$ cat src/rtl/hazard_scoreboard_pkg.sv
// Shared types and constants for the ID-stage hazard scoreboard.
package hazard_scoreboard_pkg;

    // Default geometry: 16 architectural registers, EX/MEM/WB tracked.
    localparam int REG_W_DEF = 4;
    localparam int DEPTH_DEF = 3;

    // Destination field is sized for the widest supported register index;
    // narrower REG_W values are zero-extended into it.
    localparam int REG_W_MAX = 8;

    // Width of the forwarding selects and the pending count (DEPTH <= 6).
    localparam int SEL_W = 3;

    // Forward select value meaning "read the register file".
    localparam int FWD_NONE = 0;

    // One in-flight instruction as seen from ID.
    typedef struct packed {
        logic                 valid;
        logic [REG_W_MAX-1:0] dest;
        logic                 wb_en;
        logic                 mem_read;
    } entry_t;

    // An entry that will eventually write the register file.
    function automatic logic is_writer(entry_t e);
        return e.valid & e.wb_en;
    endfunction

endpackage

$ cat src/rtl/hazard_scoreboard_if.sv
// Issue-side bundle between the ID stage and the hazard scoreboard.
interface hazard_scoreboard_if
    import hazard_scoreboard_pkg::*;
#(
    parameter int REG_W = REG_W_DEF,
    parameter int CNT_W = 16
);

    // Instruction currently held in ID.
    logic             issue_valid;
    logic             issue_wb_en;
    logic             issue_mem_read;
    logic [REG_W-1:0] issue_dest;
    logic [REG_W-1:0] src1;
    logic [REG_W-1:0] src2;
    logic             two_src;

    // Control from EX and from software.
    logic             flush;
    logic             cnt_clr;

    // Scoreboard results.
    logic             hazard;
    logic [SEL_W-1:0] fwd_sel1;
    logic [SEL_W-1:0] fwd_sel2;
    logic [SEL_W-1:0] pending;
    logic [CNT_W-1:0] stall_cnt;

    // ID-stage side.
    modport master (
        output issue_valid, issue_wb_en, issue_mem_read, issue_dest,
        output src1, src2, two_src, flush, cnt_clr,
        input  hazard, fwd_sel1, fwd_sel2, pending, stall_cnt
    );

    // Scoreboard side.
    modport slave (
        input  issue_valid, issue_wb_en, issue_mem_read, issue_dest,
        input  src1, src2, two_src, flush, cnt_clr,
        output hazard, fwd_sel1, fwd_sel2, pending, stall_cnt
    );

endinterface

$ cat src/rtl/hazard_scoreboard_sb_match.sv
// Compares one source register against the tracked in-flight writers.
// The last entry is excluded: it writes the regfile this cycle and the
// regfile is write-before-read.
module sb_match
    import hazard_scoreboard_pkg::*;
#(
    parameter int REG_W = REG_W_DEF,
    parameter int DEPTH = DEPTH_DEF
) (
    input  logic                   en,
    input  logic [REG_W-1:0]       src,
    input  entry_t [DEPTH-1:0]     entries,
    output logic                   any_match,
    output logic                   load_match,
    output logic [SEL_W-1:0]       sel
);

    logic [DEPTH-2:0] hit;

    // Per-entry match against pending writers that have not yet retired.
    always_comb begin
        // NOTE: every output of a combinational block gets a default first so no latch is inferred.
        hit = '0;
        for (int k = 0; k < DEPTH - 1; k++) begin
            hit[k] = en & is_writer(entries[k]) & (entries[k].dest == REG_W_MAX'(src));
        end
    end

    // Summarise: any match, load-use on EX, and the youngest matching stage.
    always_comb begin
        any_match  = |hit;
        load_match = hit[0] & entries[0].mem_read;
        sel        = SEL_W'(FWD_NONE);
        for (int k = DEPTH - 2; k >= 0; k--) begin
            if (hit[k]) begin
                sel = SEL_W'(k + 1);
            end
        end
    end

endmodule

$ cat src/rtl/hazard_scoreboard.sv
// ID-stage hazard scoreboard: tracks in-flight writers through EX..WB,
// raises the ID stall, drives forwarding selects and counts stall cycles.
module hazard_scoreboard
    import hazard_scoreboard_pkg::*;
#(
    parameter int REG_W  = REG_W_DEF,
    parameter int DEPTH  = DEPTH_DEF,
    parameter int FWD_EN = 0,
    parameter int CNT_W  = 16
) (
    input logic                clk,
    input logic                rst,
    hazard_scoreboard_if.slave bus
);

    entry_t [DEPTH-1:0] entries;
    entry_t [DEPTH-1:0] entries_nxt;

    logic             any1, ld1, any2, ld2;
    logic [SEL_W-1:0] sel1, sel2;
    logic             haz_raw;
    logic             hazard;
    logic             accept;
    logic [SEL_W-1:0] fwd1, fwd2;
    logic [SEL_W-1:0] pending_nxt;
    logic [SEL_W-1:0] pending_q;
    logic [CNT_W-1:0] cnt_q;

    sb_match #(.REG_W(REG_W), .DEPTH(DEPTH)) u_match1 (
        .en         (bus.issue_valid),
        .src        (bus.src1),
        .entries    (entries),
        .any_match  (any1),
        .load_match (ld1),
        .sel        (sel1)
    );

    sb_match #(.REG_W(REG_W), .DEPTH(DEPTH)) u_match2 (
        .en         (bus.issue_valid & bus.two_src),
        .src        (bus.src2),
        .entries    (entries),
        .any_match  (any2),
        .load_match (ld2),
        .sel        (sel2)
    );

    // Stall rule and forwarding selects for the configured mode.
    always_comb begin
        if (FWD_EN != 0) begin
            haz_raw = ld1 | ld2;
            fwd1    = sel1;
            fwd2    = sel2;
        end else begin
            haz_raw = any1 | any2;
            fwd1    = SEL_W'(FWD_NONE);
            fwd2    = SEL_W'(FWD_NONE);
        end
    end

    // A killed instruction never stalls and never enters EX.
    assign hazard = haz_raw & ~bus.flush;
    assign accept = bus.issue_valid & ~hazard & ~bus.flush;

    // Next pipeline contents and the writer count they will hold.
    always_comb begin
        entries_nxt[0] = '0;
        if (accept) begin
            entries_nxt[0].valid    = 1'b1;
            entries_nxt[0].dest     = REG_W_MAX'(bus.issue_dest);
            entries_nxt[0].wb_en    = bus.issue_wb_en;
            entries_nxt[0].mem_read = bus.issue_mem_read;
        end
        for (int i = 1; i < DEPTH; i++) begin
            entries_nxt[i] = entries[i-1];
        end
        pending_nxt = '0;
        for (int i = 0; i < DEPTH; i++) begin
            pending_nxt = pending_nxt + SEL_W'(is_writer(entries_nxt[i]));
        end
    end

    // Shift the tracked stages and register the pending count with them.
    always_ff @(posedge clk or negedge rst) begin
        if (!rst) begin
            // NOTE: the whole entry array is reset, since a stale valid bit would raise a false stall.
            entries   <= '0;
            pending_q <= '0;
        end else begin
            // NOTE: sequential state uses non-blocking assignments so every stage samples pre-edge values.
            entries   <= entries_nxt;
            pending_q <= pending_nxt;
        end
    end

    // Saturating stall counter; clear wins over increment.
    always_ff @(posedge clk or negedge rst) begin
        if (!rst) begin
            cnt_q <= '0;
        end else if (bus.cnt_clr) begin
            cnt_q <= '0;
        end else if (hazard && (cnt_q != '1)) begin
            cnt_q <= cnt_q + 1'b1;
        end
    end

    assign bus.hazard    = hazard;
    assign bus.fwd_sel1  = fwd1;
    assign bus.fwd_sel2  = fwd2;
    assign bus.pending   = pending_q;
    assign bus.stall_cnt = cnt_q;

endmodule

$ cat src/flat_wrapper.sv
// flat-port wrapper written by rule: the top's interface ports become plain ports
module hazard_scoreboard_flat import hazard_scoreboard_pkg::*;
#(
    parameter int REG_W  = REG_W_DEF,
    parameter int DEPTH  = DEPTH_DEF,
    parameter int FWD_EN = 0,
    parameter int CNT_W  = 16
)
  (clk, rst, bus_issue_valid, bus_issue_wb_en, bus_issue_mem_read, bus_issue_dest, bus_src1, bus_src2, bus_two_src, bus_flush, bus_cnt_clr, bus_hazard, bus_fwd_sel1, bus_fwd_sel2, bus_pending, bus_stall_cnt);
  hazard_scoreboard_if #(.REG_W(REG_W), .CNT_W(CNT_W)) bus_i ();
  input logic clk;
  input logic rst;
  input wire logic [$bits(bus_i.issue_valid)-1:0] bus_issue_valid;
  input wire logic [$bits(bus_i.issue_wb_en)-1:0] bus_issue_wb_en;
  input wire logic [$bits(bus_i.issue_mem_read)-1:0] bus_issue_mem_read;
  input wire logic [$bits(bus_i.issue_dest)-1:0] bus_issue_dest;
  input wire logic [$bits(bus_i.src1)-1:0] bus_src1;
  input wire logic [$bits(bus_i.src2)-1:0] bus_src2;
  input wire logic [$bits(bus_i.two_src)-1:0] bus_two_src;
  input wire logic [$bits(bus_i.flush)-1:0] bus_flush;
  input wire logic [$bits(bus_i.cnt_clr)-1:0] bus_cnt_clr;
  output wire logic [$bits(bus_i.hazard)-1:0] bus_hazard;
  output wire logic [$bits(bus_i.fwd_sel1)-1:0] bus_fwd_sel1;
  output wire logic [$bits(bus_i.fwd_sel2)-1:0] bus_fwd_sel2;
  output wire logic [$bits(bus_i.pending)-1:0] bus_pending;
  output wire logic [$bits(bus_i.stall_cnt)-1:0] bus_stall_cnt;
  assign bus_i.issue_valid = bus_issue_valid;
  assign bus_i.issue_wb_en = bus_issue_wb_en;
  assign bus_i.issue_mem_read = bus_issue_mem_read;
  assign bus_i.issue_dest = bus_issue_dest;
  assign bus_i.src1 = bus_src1;
  assign bus_i.src2 = bus_src2;
  assign bus_i.two_src = bus_two_src;
  assign bus_i.flush = bus_flush;
  assign bus_i.cnt_clr = bus_cnt_clr;
  assign bus_hazard = bus_i.hazard;
  assign bus_fwd_sel1 = bus_i.fwd_sel1;
  assign bus_fwd_sel2 = bus_i.fwd_sel2;
  assign bus_pending = bus_i.pending;
  assign bus_stall_cnt = bus_i.stall_cnt;
  hazard_scoreboard #(.REG_W(REG_W), .DEPTH(DEPTH), .FWD_EN(FWD_EN), .CNT_W(CNT_W)) u_core (.clk(clk), .rst(rst), .bus(bus_i));
endmodule
$ cat config.mk
export PLATFORM = sky130hd
export DESIGN_NAME = hazard_scoreboard_flat
export DESIGN_NICKNAME = d
export VERILOG_FILES = /design/src/rtl/hazard_scoreboard_pkg.sv /design/src/rtl/hazard_scoreboard_if.sv /design/src/rtl/hazard_scoreboard_sb_match.sv /design/src/rtl/hazard_scoreboard.sv /design/src/flat_wrapper.sv
export SDC_FILE = /design/constraint.sdc
export NUM_CORES = 1
export LEC_CHECK = 0
export BUFFER_PORTS_ARGS = -buffer_cell sky130_fd_sc_hd__buf_4
export CAP_MARGIN = 0
export CORE_AREA = 4 4 82 61
export DETAILED_ROUTE_END_ITERATION = 8
export DIE_AREA = 0 0 86 65
export PLACE_DENSITY_LB_ADDON = 0.08
export SYNTH_ARGS = -nofsm -noshare
export SYNTH_HDL_FRONTEND = slang
export SYNTH_HIERARCHICAL = 1
export SYNTH_SLANG_ARGS = --single-unit
$ cat constraint.sdc
create_clock -name clk -period 2.5 [get_ports clk]
set_clock_uncertainty 0.2 [all_clocks]
set_input_delay 0.25 -clock clk [delete_from_list [all_inputs] [get_ports clk]]
set_output_delay 0.25 -clock clk [all_outputs]
set_load 0.1 [all_outputs]
==> metrics.cfg <==
[status]
status=complete, but fails checks
violations=setup timing

[sta]
post-route-period-util=1.06
setup_violations=4
rsz0062_at_grt=yes
fin_ws_ps=-159
final_max_slew_viol_count=0
min_period_ps=2660
max_freq_ghz=0.376
hold_viol=0

[power]
finalPower_uw=1050
seqPwrFrac=0.480
internal-power_uw=765
ir_worst_vdd_mv=0.359
p_leak_uw=0.00100
p_switching_uw=281
swShare=0.269
clkPwrFrac=0.379
comb_power_share=0.140
p_per_area_nw_per_um2=447

[critical_path]
worstSetupPathType=flip-flop to flip-flop
cp.required_ps=2500
startpoint_type=flip-flop
end_kind=flip-flop
cp_max_fo=5
r2r_slack_ps=-160
cp.arrival_ps=2660

[synthesis]
yosysWarnings=6
netlist_instances=171
avgSynthCellArea_um2=9.89
synth_area_um2=1690

[clocking]
cts.sinks=30
cts_buffer_depth=2
cts_tree=yes
htree_levels=2
path_clk_slew_ps=60
cts_buffers=5
root_buffer=clkbuf_8
insertion_delay_ps=280

[place]
dp_slack_ps=-309
place_hpwl_mm=2.98
gp_congestion=0.855
port_buffers=37

[detailed_routing]
wl_mm=3.99
firstDrtPassIters=5
drt-wirelength-per-cell_um=13.6
via_per_inst=5.04
route.antenna.remaining_nets=0
num_vias=1483
drc=0
drt_iter0_drc=59

[floorplan]
die_h_um=65
core_um2=4230
die-area_um2=5590
rows=20
die_w_um=86
ioPinCount=46
initial_core_util=0.400

[grt]
antenna_found_initial=0
grt_use_total=0.155
overflow=0
grt_pass1_vias=1453
grt_max_degree=31
grt_pass1_wl_mm=6.76

[min_path]
hold_class=input port to flip-flop

[finish]
diodes=0
drive_gt1_frac=0.331
syn_to_final_growth_pct=38.3
final_nets=260

[run]
maxCapViolations=0

## layer usage
layer / GRT usage / wire length (um) / vias up
met5: 0 / 0 / -
met4: 0.0375 / 13 / 0
li1: - / - / 728
met3: 0.0534 / 246 / 2
met2: 0.235 / 1850 / 38
met1: 0.211 / 1880 / 715
## layout make-up
cell class                 count  area (um^2)
sequential                    30          758
multi-input combinational    149         1000
timing repair buffer          51          412
clock inverter                 1         5.00
clock buffer                   7         86.3
tap                           55         68.8
fill                         395         1890
inverter                       1         7.51
## placed cells by master, fill, tap and decap left out, types with 4 or more instances in the layout
master and count:
buf_4 44, dfrtp_1 24, conb_1 23, nand3_1 10, a21oi_1 10, nand2_1 10, nor2_1 9, or4_1 9
and2_1 8, o31ai_1 8, xor2_1 8, nand4_1 7, xnor2_1 7, clkbuf_8 6, dfrtp_2 6, dlygate4sd3_1 5
nor2b_1 5, mux2_2 5, nor4_2 4, nor4_1 4
## worst max-delay path, stage by stage, from the launching register on
cell,delay (ps)
dfrtp_1,400
xor2_1,160
nor4_2,300
nand2_1,130
nand2b_4,100
o21bai_4,70
or4_4,520
buf_6,150
or4_1,410
a21oi_1,150
## power by group through the flow
stage	clock network (uW)	registers, uW	logic [uW]
2_1_floorplan	0	519	89.5
3_3_place_gp	0	511	136
6_report	397	502	147
5_1_grt	427	504	158
4_1_cts	409	502	146
3_5_place_dp	0	511	139
## per-stage QoR
step                       util  cell area, um^2  setup TNS, ps  std cells  hold slack, ps
after global placement    0.500             2110           -962        280            1.17
after CTS                 0.543             2290           -403        293            62.6
after global routing      0.553             2340           -941        294            64.6
after floorplan               -             1780          -1160        193            -246
final                     0.553             2340           -405        294            67.2
after detailed placement  0.500             2110          -1150        280            4.72
## registers in the layout, indices dropped and copies added, names as in the netlist
register	flops
u_core/bus.stall_cnt	16
u_core/entries	12
u_core/bus.pending	2
## path summary, 6_finish.rpt
kind,start,endpoint,cells after the start
worst max-delay path,u_core/entries[14],u_core/bus.stall_cnt[11],9
worst min-delay path,bus_issue_wb_en,u_core/entries[1],2
worst max register to register,u_core/entries[14],u_core/bus.stall_cnt[11],9
worst min register to register,u_core/entries[1],u_core/entries[12],0
max in group asynchronous,rst,u_core/bus.stall_cnt[5],2
min in group asynchronous,rst,u_core/bus.stall_cnt[0],2
## repair_timing
action	CTS	global route
gates resized for setup	7	7
setup endpoints to repair	7	9
hold buffers	5	0
gates cloned	0	0
buffers inserted	0	1
endpoints found under the hold margin	34	0
pin swaps	8	1
(Power assumes the default switching activity.)
